<file path="src/rtl/pdp11_trace_monitor_if.sv">
// Bus bundle between the pdp11 cpu/host side and the trace monitor:
// cpu observation, comparator programming, capture control and readout.
interface pdp11_trace_monitor_if #(
    parameter int DEPTH    = 64,
    parameter int NTRIG    = 4,
    parameter int ISTATE_W = 5,
    parameter int TO_W     = 32
);
    localparam int AW = $clog2(DEPTH);
    localparam int TW = (NTRIG > 1) ? $clog2(NTRIG) : 1;

    logic [ISTATE_W-1:0] istate;
    logic [15:0]         pc;
    logic [15:0]         isn;
    logic                trig_wr;
    logic [TW-1:0]       trig_sel;
    logic [15:0]         trig_pc;
    logic                trig_en;
    logic                arm;
    logic                mode;
    logic [AW:0]         post_count;
    logic [TO_W-1:0]     timeout;
    logic                rd_en;
    logic [15:0]         rd_pc;
    logic [15:0]         rd_isn;
    logic                rd_valid;
    logic [AW:0]         count;
    logic [1:0]          state;
    logic [NTRIG-1:0]    trig_hit;
    logic                halt_seen;
    logic                timeout_hit;
    logic [31:0]         cycles;

    modport master (
        output istate, pc, isn, trig_wr, trig_sel, trig_pc, trig_en,
               arm, mode, post_count, timeout, rd_en,
        input  rd_pc, rd_isn, rd_valid, count, state, trig_hit,
               halt_seen, timeout_hit, cycles
    );

    modport slave (
        input  istate, pc, isn, trig_wr, trig_sel, trig_pc, trig_en,
               arm, mode, post_count, timeout, rd_en,
        output rd_pc, rd_isn, rd_valid, count, state, trig_hit,
               halt_seen, timeout_hit, cycles
    );
endinterface

</file>
<file path="src/rtl/pdp11_trace_monitor.sv">
// PDP-11 instruction trace monitor: records fetched pc/isn pairs into a
// circular buffer, gated by PC comparators, a halt detector and a watchdog.
module pdp11_trace_monitor #(
    parameter int                  DEPTH    = 64,
    parameter int                  NTRIG    = 4,
    parameter int                  ISTATE_W = 5,
    parameter logic [ISTATE_W-1:0] FETCH_ST = ISTATE_W'(1),
    parameter logic [ISTATE_W-1:0] HALT_ST  = ISTATE_W'(0),
    parameter int                  TO_W     = 32
) (
    input  logic                 clk,
    input  logic                 reset,
    pdp11_trace_monitor_if.slave bus
);
    localparam int AW = $clog2(DEPTH);
    localparam logic [AW:0] FULL_CNT = (AW+1)'(DEPTH);
    localparam logic [AW:0] LAST_CNT = (AW+1)'(DEPTH - 1);
    localparam logic [AW:0] ONE_CNT  = (AW+1)'(1);

    typedef enum logic [1:0] {
        ST_IDLE    = 2'd0,
        ST_ARMED   = 2'd1,
        ST_CAPTURE = 2'd2,
        ST_DONE    = 2'd3
    } state_e;

    state_e                 state_q, state_d;
    logic                   prev_fetch_q, prev_fetch_d;
    logic [NTRIG-1:0][15:0] trig_pc_q, trig_pc_d;
    logic [NTRIG-1:0]       trig_en_q, trig_en_d;
    logic                   mode_q, mode_d;
    logic [AW:0]            post_q, post_d;
    logic [AW:0]            post_cnt_q, post_cnt_d;
    logic [TO_W-1:0]        wd_q, wd_d;
    logic [AW-1:0]          wr_ptr_q, wr_ptr_d;
    logic [AW-1:0]          rd_ptr_q, rd_ptr_d;
    logic [AW:0]            count_q, count_d;
    logic [15:0]            rd_pc_q, rd_pc_d;
    logic [15:0]            rd_isn_q, rd_isn_d;
    logic                   rd_valid_q, rd_valid_d;
    logic [NTRIG-1:0]       trig_hit_q, trig_hit_d;
    logic                   halt_seen_q, halt_seen_d;
    logic                   timeout_hit_q, timeout_hit_d;
    logic [31:0]            cycles_q, cycles_d;

    logic [31:0]            buf_mem [DEPTH];
    logic                   fetch_ev;
    logic [NTRIG-1:0]       match_vec;
    logic                   record;

    assign fetch_ev = (bus.istate == FETCH_ST) && !prev_fetch_q;

    // Comparator match vector for this cycle's fetch, using the comparator values already stored
    always_comb begin
        match_vec = '0;
        for (int i = 0; i < NTRIG; i++) begin
            match_vec[i] = fetch_ev && trig_en_q[i] && (bus.pc == trig_pc_q[i]);
        end
    end

    // Capture FSM, comparator programming, buffer pointer bookkeeping and readout
    always_comb begin
        state_d       = state_q;
        prev_fetch_d  = (bus.istate == FETCH_ST);
        trig_pc_d     = trig_pc_q;
        trig_en_d     = trig_en_q;
        mode_d        = mode_q;
        post_d        = post_q;
        post_cnt_d    = post_cnt_q;
        wd_d          = wd_q;
        wr_ptr_d      = wr_ptr_q;
        rd_ptr_d      = rd_ptr_q;
        count_d       = count_q;
        rd_pc_d       = rd_pc_q;
        rd_isn_d      = rd_isn_q;
        rd_valid_d    = 1'b0;
        trig_hit_d    = trig_hit_q;
        halt_seen_d   = halt_seen_q;
        timeout_hit_d = timeout_hit_q;
        cycles_d      = cycles_q + 32'd1;
        record        = 1'b0;

        if (bus.trig_wr && (32'(bus.trig_sel) < NTRIG)) begin
            trig_pc_d[bus.trig_sel] = bus.trig_pc;
            trig_en_d[bus.trig_sel] = bus.trig_en;
        end

        if (bus.arm) begin
            state_d       = ST_ARMED;
            wr_ptr_d      = '0;
            rd_ptr_d      = '0;
            count_d       = '0;
            trig_hit_d    = '0;
            halt_seen_d   = 1'b0;
            timeout_hit_d = 1'b0;
            wd_d          = '0;
            mode_d        = bus.mode;
            post_d        = bus.post_count;
        end else begin
            case (state_q)
                ST_ARMED, ST_CAPTURE: begin
                    wd_d = wd_q + TO_W'(1);
                    if (bus.istate == HALT_ST) begin
                        halt_seen_d = 1'b1;
                        state_d     = ST_DONE;
                    end else if ((bus.timeout != '0) && (wd_q == bus.timeout - TO_W'(1))) begin
                        timeout_hit_d = 1'b1;
                        state_d       = ST_DONE;
                    end else if (state_q == ST_ARMED) begin
                        if (!mode_q) begin
                            if (|match_vec) begin
                                record     = 1'b1;
                                trig_hit_d = match_vec;
                                state_d    = ST_CAPTURE;
                            end
                        end else if (fetch_ev) begin
                            record = 1'b1;
                            if (|match_vec) begin
                                trig_hit_d = match_vec;
                                if (post_q == '0) begin
                                    state_d = ST_DONE;
                                end else begin
                                    post_cnt_d = post_q;
                                    state_d    = ST_CAPTURE;
                                end
                            end
                        end
                    end else if (fetch_ev) begin
                        record = 1'b1;
                        if (!mode_q) begin
                            if (count_q == LAST_CNT) begin
                                state_d = ST_DONE;
                            end
                        end else begin
                            post_cnt_d = post_cnt_q - ONE_CNT;
                            if (post_cnt_q == ONE_CNT) begin
                                state_d = ST_DONE;
                            end
                        end
                    end
                end
                ST_DONE: begin
                    if (bus.rd_en && (count_q != '0)) begin
                        rd_pc_d    = buf_mem[rd_ptr_q][31:16];
                        rd_isn_d   = buf_mem[rd_ptr_q][15:0];
                        rd_valid_d = 1'b1;
                        rd_ptr_d   = rd_ptr_q + AW'(1);
                        count_d    = count_q - ONE_CNT;
                    end
                end
                default: ;
            endcase
        end

        if (record) begin
            wr_ptr_d = wr_ptr_q + AW'(1);
            if (count_q == FULL_CNT) begin
                rd_ptr_d = rd_ptr_q + AW'(1);
            end else begin
                count_d = count_q + ONE_CNT;
            end
        end
    end

    // Trace storage: plain RAM, contents are meaningless until written after arm
    always_ff @(posedge clk) begin
        if (record) begin
            buf_mem[wr_ptr_q] <= {bus.pc, bus.isn};
        end
    end

    // State register with asynchronous clear of all control and status
    always_ff @(posedge clk or posedge reset) begin
        if (reset) begin
            state_q       <= ST_IDLE;
            prev_fetch_q  <= 1'b0;
            trig_pc_q     <= '0;
            trig_en_q     <= '0;
            mode_q        <= 1'b0;
            post_q        <= '0;
            post_cnt_q    <= '0;
            wd_q          <= '0;
            wr_ptr_q      <= '0;
            rd_ptr_q      <= '0;
            count_q       <= '0;
            rd_pc_q       <= '0;
            rd_isn_q      <= '0;
            rd_valid_q    <= 1'b0;
            trig_hit_q    <= '0;
            halt_seen_q   <= 1'b0;
            timeout_hit_q <= 1'b0;
            cycles_q      <= '0;
        end else begin
            state_q       <= state_d;
            prev_fetch_q  <= prev_fetch_d;
            trig_pc_q     <= trig_pc_d;
            trig_en_q     <= trig_en_d;
            mode_q        <= mode_d;
            post_q        <= post_d;
            post_cnt_q    <= post_cnt_d;
            wd_q          <= wd_d;
            wr_ptr_q      <= wr_ptr_d;
            rd_ptr_q      <= rd_ptr_d;
            count_q       <= count_d;
            rd_pc_q       <= rd_pc_d;
            rd_isn_q      <= rd_isn_d;
            rd_valid_q    <= rd_valid_d;
            trig_hit_q    <= trig_hit_d;
            halt_seen_q   <= halt_seen_d;
            timeout_hit_q <= timeout_hit_d;
            cycles_q      <= cycles_d;
        end
    end

    assign bus.rd_pc       = rd_pc_q;
    assign bus.rd_isn      = rd_isn_q;
    assign bus.rd_valid    = rd_valid_q;
    assign bus.count       = count_q;
    assign bus.state       = state_q;
    assign bus.trig_hit    = trig_hit_q;
    assign bus.halt_seen   = halt_seen_q;
    assign bus.timeout_hit = timeout_hit_q;
    assign bus.cycles      = cycles_q;
endmodule

</file>
<file path="src/flat_wrapper.sv">
// flat-port wrapper written by rule: the top's interface ports become plain ports
module pdp11_trace_monitor_flat 
#(
    parameter int                  DEPTH    = 64,
    parameter int                  NTRIG    = 4,
    parameter int                  ISTATE_W = 5,
    parameter logic [ISTATE_W-1:0] FETCH_ST = ISTATE_W'(1),
    parameter logic [ISTATE_W-1:0] HALT_ST  = ISTATE_W'(0),
    parameter int                  TO_W     = 32
)
  (clk, reset, bus_istate, bus_pc, bus_isn, bus_trig_wr, bus_trig_sel, bus_trig_pc, bus_trig_en, bus_arm, bus_mode, bus_post_count, bus_timeout, bus_rd_en, bus_rd_pc, bus_rd_isn, bus_rd_valid, bus_count, bus_state, bus_trig_hit, bus_halt_seen, bus_timeout_hit, bus_cycles);
  pdp11_trace_monitor_if #(.DEPTH(DEPTH), .NTRIG(NTRIG), .ISTATE_W(ISTATE_W), .TO_W(TO_W)) bus_i ();
  input  logic clk;
  input  logic reset;
  input wire logic [$bits(bus_i.istate)-1:0] bus_istate;
  input wire logic [$bits(bus_i.pc)-1:0] bus_pc;
  input wire logic [$bits(bus_i.isn)-1:0] bus_isn;
  input wire logic [$bits(bus_i.trig_wr)-1:0] bus_trig_wr;
  input wire logic [$bits(bus_i.trig_sel)-1:0] bus_trig_sel;
  input wire logic [$bits(bus_i.trig_pc)-1:0] bus_trig_pc;
  input wire logic [$bits(bus_i.trig_en)-1:0] bus_trig_en;
  input wire logic [$bits(bus_i.arm)-1:0] bus_arm;
  input wire logic [$bits(bus_i.mode)-1:0] bus_mode;
  input wire logic [$bits(bus_i.post_count)-1:0] bus_post_count;
  input wire logic [$bits(bus_i.timeout)-1:0] bus_timeout;
  input wire logic [$bits(bus_i.rd_en)-1:0] bus_rd_en;
  output wire logic [$bits(bus_i.rd_pc)-1:0] bus_rd_pc;
  output wire logic [$bits(bus_i.rd_isn)-1:0] bus_rd_isn;
  output wire logic [$bits(bus_i.rd_valid)-1:0] bus_rd_valid;
  output wire logic [$bits(bus_i.count)-1:0] bus_count;
  output wire logic [$bits(bus_i.state)-1:0] bus_state;
  output wire logic [$bits(bus_i.trig_hit)-1:0] bus_trig_hit;
  output wire logic [$bits(bus_i.halt_seen)-1:0] bus_halt_seen;
  output wire logic [$bits(bus_i.timeout_hit)-1:0] bus_timeout_hit;
  output wire logic [$bits(bus_i.cycles)-1:0] bus_cycles;
  assign bus_i.istate = bus_istate;
  assign bus_i.pc = bus_pc;
  assign bus_i.isn = bus_isn;
  assign bus_i.trig_wr = bus_trig_wr;
  assign bus_i.trig_sel = bus_trig_sel;
  assign bus_i.trig_pc = bus_trig_pc;
  assign bus_i.trig_en = bus_trig_en;
  assign bus_i.arm = bus_arm;
  assign bus_i.mode = bus_mode;
  assign bus_i.post_count = bus_post_count;
  assign bus_i.timeout = bus_timeout;
  assign bus_i.rd_en = bus_rd_en;
  assign bus_rd_pc = bus_i.rd_pc;
  assign bus_rd_isn = bus_i.rd_isn;
  assign bus_rd_valid = bus_i.rd_valid;
  assign bus_count = bus_i.count;
  assign bus_state = bus_i.state;
  assign bus_trig_hit = bus_i.trig_hit;
  assign bus_halt_seen = bus_i.halt_seen;
  assign bus_timeout_hit = bus_i.timeout_hit;
  assign bus_cycles = bus_i.cycles;
  pdp11_trace_monitor #(.DEPTH(DEPTH), .NTRIG(NTRIG), .ISTATE_W(ISTATE_W), .FETCH_ST(FETCH_ST), .HALT_ST(HALT_ST), .TO_W(TO_W)) u_core (.clk(clk), .reset(reset), .bus(bus_i));
endmodule
</file>
<file path="config.mk">
export PLATFORM = sky130hd
export DESIGN_NAME = pdp11_trace_monitor_flat
export DESIGN_NICKNAME = d
export VERILOG_FILES = /design/src/rtl/pdp11_trace_monitor_if.sv /design/src/rtl/pdp11_trace_monitor.sv /design/src/flat_wrapper.sv
export SDC_FILE = /design/constraint.sdc
export NUM_CORES = 2
export LEC_CHECK = 0
export BUFFER_PORTS_ARGS = -buffer_cell sky130_fd_sc_hd__buf_2
export CAP_MARGIN = 25
export CORE_ASPECT_RATIO = 0.5
export CORE_MARGIN = 1.5
export CORE_UTILIZATION = 36
export DETAILED_ROUTE_END_ITERATION = 12
export PLACE_DENSITY = 0.58
export REMOVE_ABC_BUFFERS = 1
export SYNTH_ARGS = -nofsm -noshare
export SYNTH_HDL_FRONTEND = slang
export SYNTH_SLANG_ARGS = --single-unit
</file>
<file path="constraint.sdc">
create_clock -name clk -period 14.11 [get_ports clk]
set_clock_uncertainty 0.15 [all_clocks]
set_input_delay 1.411 -clock clk [delete_from_list [all_inputs] [get_ports clk]]
set_output_delay 1.411 -clock clk [all_outputs]
set_load 0.005 [all_outputs]
</file>
==> impl_metrics.xml <==
<?xml version="1.0" encoding="UTF-8"?>
<metrics>
  <group name="synth">
    <metric name="commonest_cells_post_synth" unit="">2048 x sky130_fd_sc_hd__edfxtp_1, 407 x sky130_fd_sc_hd__mux4_2, 338 x sky130_fd_sc_hd__mux2i_1</metric>
    <metric name="yosysSeqAreaShare" unit="%">74.7</metric>
    <metric name="dominantRegCellSynth" unit="">sky130_fd_sc_hd__edfxtp_1</metric>
    <metric name="ys_top_cells_by_area" unit="">sky130_fd_sc_hd__edfxtp_1 69%, sky130_fd_sc_hd__mux4_2 10%, sky130_fd_sc_hd__dfrtp_1 5.8%, sky130_fd_sc_hd__mux2i_1 3.8%, sky130_fd_sc_hd__o221ai_1 1.6%</metric>
    <metric name="ys.warnings.count" unit="">0</metric>
    <metric name="synthArstFlopShare" unit="%">9.22</metric>
    <metric name="synth_area_leader_cell" unit="">sky130_fd_sc_hd__edfxtp_1</metric>
    <metric name="synth-edff-count" unit="">2048</metric>
    <metric name="netlist_area" unit="um2">89300</metric>
    <metric name="post_synthesis_cells" unit="">4580</metric>
    <metric name="ys_ff_latch" unit="">2256</metric>
    <metric name="synth.top_cell.area_share" unit="%">68.9</metric>
    <metric name="netlist-cell-type-count" unit="">72</metric>
    <metric name="synthMostInstantiatedCell" unit="">sky130_fd_sc_hd__edfxtp_1</metric>
    <metric name="syn_avg_cell_area" unit="um2">19.5</metric>
  </group>
  <group name="placement">
    <metric name="count_of_port_buffers_added_during_placement" unit="">180</metric>
    <metric name="place.gp.congestion" unit="">0.847</metric>
    <metric name="place_area" unit="um2">95600</metric>
    <metric name="detailedPlacementHpwl" unit="um">156000</metric>
  </group>
  <group name="clock_tree">
    <metric name="ctsHoldBuffers" unit="">0</metric>
    <metric name="clockBufferDepth" unit="">4</metric>
    <metric name="h-tree-depth" unit="">4</metric>
    <metric name="cts_post_setup_buffers_inserted" unit="">0</metric>
    <metric name="clockRootBuffer" unit="">sky130_fd_sc_hd__clkbuf_16</metric>
    <metric name="post_cts_resize_count" unit="">0</metric>
    <metric name="worst_skew_pair.late_latency" unit="ns">0.84</metric>
    <metric name="clkTransAtPathRegs" unit="ns">0.06</metric>
    <metric name="cts.sinks" unit="">2256</metric>
    <metric name="numCtsBuffers" unit="">212</metric>
    <metric name="cts_tree" unit="">built</metric>
  </group>
  <group name="worst_setup_path">
    <metric name="crit_type" unit="">register to register</metric>
    <metric name="r2r_slack" unit="ns">8.00</metric>
    <metric name="critical_path.n_buffers_inverters" unit="">3</metric>
    <metric name="crit_fanout" unit="">118</metric>
    <metric name="critical_path_required" unit="ns">14.74</metric>
    <metric name="timing.critical_path.slowest_cell_delay" unit="ns">0.99</metric>
    <metric name="worstPathCellList" unit="">buf_12, buf_4, buf_4, mux2i_1, o221ai_1, o22ai_1, a21oi_1, a21oi_1, a211oi_1, a21o_1</metric>
    <metric name="worstSetupStartpointType" unit="">register</metric>
    <metric name="worstSetupEndpointType" unit="">register</metric>
    <metric name="arrival" unit="ns">6.74</metric>
    <metric name="cpLargestDelayFamily" unit="">buffers and inverters</metric>
    <metric name="worst_path_max_delay_cell" unit="">sky130_fd_sc_hd__dfrtp_4</metric>
  </group>
  <group name="sta">
    <metric name="finalSetupTns" unit="ns">0</metric>
    <metric name="worst_pin_slew" unit="ns">1.12</metric>
    <metric name="min_period_over_period" unit="%">43.3</metric>
    <metric name="max_slew_margin" unit="%">25.0</metric>
    <metric name="final_max_slew_viol_count" unit="">0</metric>
    <metric name="final-setup-viol-count" unit="">0</metric>
    <metric name="max_freq" unit="MHz">164</metric>
    <metric name="fin_crit" unit="ns">6.11</metric>
    <metric name="final_hold_violation_count" unit="">0</metric>
    <metric name="rsz_0062_raised_after_global_routing" unit="">no</metric>
  </group>
  <group name="die">
    <metric name="placeableCoreArea" unit="um2">247000</metric>
    <metric name="die_y" unit="um">355</metric>
    <metric name="dieArea" unit="um2">251000</metric>
    <metric name="floorplan.rows" unit="">129</metric>
    <metric name="floorplan.die.width" unit="um">707</metric>
    <metric name="effective_utilization_at_floorplan" unit="%">36.2</metric>
    <metric name="io_pins" unit="">181</metric>
  </group>
  <group name="power">
    <metric name="p_sw" unit="mW">2.92</metric>
    <metric name="p_clk_share" unit="%">41.3</metric>
    <metric name="p_comb_share" unit="%">4.3</metric>
    <metric name="sequential_share_of_power" unit="%">54.4</metric>
    <metric name="ratio_of_total_power_to_cell_area" unit="nW/um2">133</metric>
    <metric name="irDropWorstVdd" unit="mV">0.0968</metric>
    <metric name="switching_share" unit="%">21.4</metric>
    <metric name="power.internal" unit="mW">10.7</metric>
    <metric name="static-leakage-power" unit="nW">31.7</metric>
  </group>
  <group name="grt">
    <metric name="grt_max_degree" unit="">119</metric>
    <metric name="number_of_antenna_violations_at_the_first_check_in_global_routing" unit="">33</metric>
    <metric name="grt_pass1_wl" unit="um">352000</metric>
    <metric name="number_of_global_route_vias_before_repair" unit="">45800</metric>
    <metric name="grtUsageTotal" unit="%">19.5</metric>
    <metric name="globalRouteOverflowTotal" unit="">0</metric>
  </group>
  <group name="routing">
    <metric name="detailedRoute.firstIterationViolations" unit="">5701</metric>
    <metric name="drtPass1Iterations" unit="">6</metric>
    <metric name="drt-total-wl" unit="um">250000</metric>
    <metric name="drt-wirelength-per-cell" unit="um">30.1</metric>
    <metric name="drt_via_density" unit="">5.66</metric>
    <metric name="vias_after_detailed_routing" unit="">47100</metric>
    <metric name="final_antenna_net_count" unit="">0</metric>
    <metric name="post-route-drc-count" unit="">0</metric>
  </group>
  <group name="finish">
    <metric name="fraction_of_final_layout_cells_with_drive_strength_greater_than_1" unit="%">24.4</metric>
    <metric name="multi_input_area" unit="um2">22100</metric>
    <metric name="area.sequential" unit="um2">66700</metric>
    <metric name="final_design_area_no_fill" unit="um2">103000</metric>
    <metric name="layout-area-overhead-vs-synth" unit="%">14.8</metric>
    <metric name="fillCellCount" unit="">21400</metric>
    <metric name="layout.nets" unit="">4981</metric>
  </group>
  <group name="outcome">
    <metric name="run_status" unit="">completed</metric>
  </group>
  <group name="hold_path">
    <metric name="min_path_type" unit="">register to register</metric>
  </group>
  <group name="flow_run">
    <metric name="maxcap_violations" unit="">0</metric>
  </group>
</metrics>
## metal layers
metal | global-route usage (%) | routed length [um] | vias to the layer above
met5 | 0 | 65 | -
met4 | 4.33 | 5310 | 10
met3 | 3.61 | 21900 | 306
met2 | 30.1 | 115000 | 2146
met1 | 28.8 | 108000 | 25100
li1 | - | - | 19500
## cells by family (layout without fill, tap and decap cells)
kind of cell | Yosys count | after routing | share of synthesized area (%)
simple gates | 545 | 545 | 3.06
other cells | 0 | 5 | 0
flops | 2256 | 2256 | 74.7
buf+inv | 270 | 730 | 1.20
fa+ha+maj | 12 | 12 | 0.168
compound gates | 495 | 495 | 4.05
mux | 842 | 842 | 15.3
xor+xnor | 160 | 160 | 1.57
## power groups by stage
stage | Combinational [mW] | Clock (mW) | Sequential [mW]
final | 0.586 | 5.64 | 7.43
after floorplan | 0.387 | 0 | 7.58
after global placement | 0.581 | 0 | 7.56
after CTS | 0.598 | 5.73 | 7.43
after global routing | 0.631 | 5.98 | 7.43
after detailed placement | 0.596 | 0 | 7.57
## area by class of cell
cell class,count,share of cell area [%]
sequential,2256,65.1
multi-input combinational,2054,21.5
clock buffer,276,5.60
tap,3275,4.00
timing repair buffer,323,2.78
clock inverter,110,0.950
inverter,21,0.0915
antenna,5,0.0122
## state kept, by name (all words and copies together) (netlist names)
| name | count |
|---|---|
| u_core.buf_mem | 2048 |
| u_core.bus.count | 7 |
| u_core.bus.cycles | 32 |
| u_core.bus.halt_seen | 1 |
| u_core.bus.rd_isn | 16 |
| u_core.bus.rd_pc | 16 |
| u_core.bus.rd_valid | 1 |
| u_core.bus.state | 2 |
| u_core.bus.timeout_hit | 1 |
| u_core.bus.trig_hit | 4 |
| u_core.mode_q | 1 |
| u_core.post_cnt_q | 7 |
| u_core.post_q | 7 |
| u_core.prev_fetch_q | 1 |
| u_core.rd_ptr_q | 6 |
| u_core.trig_en_q | 4 |
| u_core.trig_pc_q | 64 |
| u_core.wd_q | 32 |
| u_core.wr_ptr_q | 6 |
## cells in the final DEF, fill, tap and decap left out, types with 19 or more instances in the layout
cell type	count
sky130_fd_sc_hd__clkbuf_1	48
sky130_fd_sc_hd__buf_12	59
sky130_fd_sc_hd__clkbuf_16	215
sky130_fd_sc_hd__buf_2	169
sky130_fd_sc_hd__mux4_2	407
sky130_fd_sc_hd__mux2_2	96
sky130_fd_sc_hd__xor2_1	96
sky130_fd_sc_hd__nand2_1	127
sky130_fd_sc_hd__o22ai_1	81
sky130_fd_sc_hd__edfxtp_1	2048
sky130_fd_sc_hd__nor4_1	31
sky130_fd_sc_hd__nor2_4	64
sky130_fd_sc_hd__dfrtp_1	202
sky130_fd_sc_hd__a211oi_1	85
sky130_fd_sc_hd__mux2i_1	338
sky130_fd_sc_hd__nor3_1	25
sky130_fd_sc_hd__nor2_1	88
sky130_fd_sc_hd__nor2b_1	19
sky130_fd_sc_hd__o21ai_0	27
sky130_fd_sc_hd__nand4_1	28
sky130_fd_sc_hd__xnor2_1	64
sky130_fd_sc_hd__nand3_1	56
sky130_fd_sc_hd__a21oi_1	80
sky130_fd_sc_hd__clkinv_1	35
sky130_fd_sc_hd__clkinv_2	47
sky130_fd_sc_hd__buf_4	87
sky130_fd_sc_hd__o221ai_1	161
sky130_fd_sc_hd__a21o_1	21
## worst paths after layout
path                                     startpoint                     to  cells after the start
worst min-delay path            u_core.bus.rd_pc[8]    u_core.bus.rd_pc[8]                      1
worst max register to register   u_core.rd_ptr_q[0]    u_core.bus.rd_pc[8]                     10
max in group asynchronous                     reset   u_core.trig_pc_q[53]                      4
min in group asynchronous                     reset  u_core.bus.cycles[29]                      2
worst min register to register  u_core.bus.rd_pc[8]    u_core.bus.rd_pc[8]                      1
worst max-delay path             u_core.rd_ptr_q[0]    u_core.bus.rd_pc[8]                     10
## worst reg2reg max path, delay by kind of cell (launching register included)
kind                   cells  cell delay (ns)
multiplexers               1             0.20
AO/OA/AOI/OAI              6             2.13
flip-flops                 1             0.99
buffers and inverters      3             2.63
## stage by stage
| stage | total power, mW | utilization (%) | cells | setup WS, ns | hold WS (ns) |
|---|---|---|---|---|---|
| 5_1_grt | 14.0 | 41.5 | 8315 | 7.66 | 0.339 |
| 2_1_floorplan | 7.96 | - | 4331 | -11.93 | 0.315 |
| 4_1_cts | 13.8 | 41.4 | 8302 | 7.91 | 0.326 |
| 3_5_place_dp | 8.16 | 38.7 | 7916 | 7.61 | 0.312 |
| 3_3_place_gp | 8.14 | 38.3 | 7858 | 7.44 | 0.308 |
| 6_report | 13.7 | 41.5 | 8320 | 8.00 | 0.327 |
(Power assumes the default switching activity.)
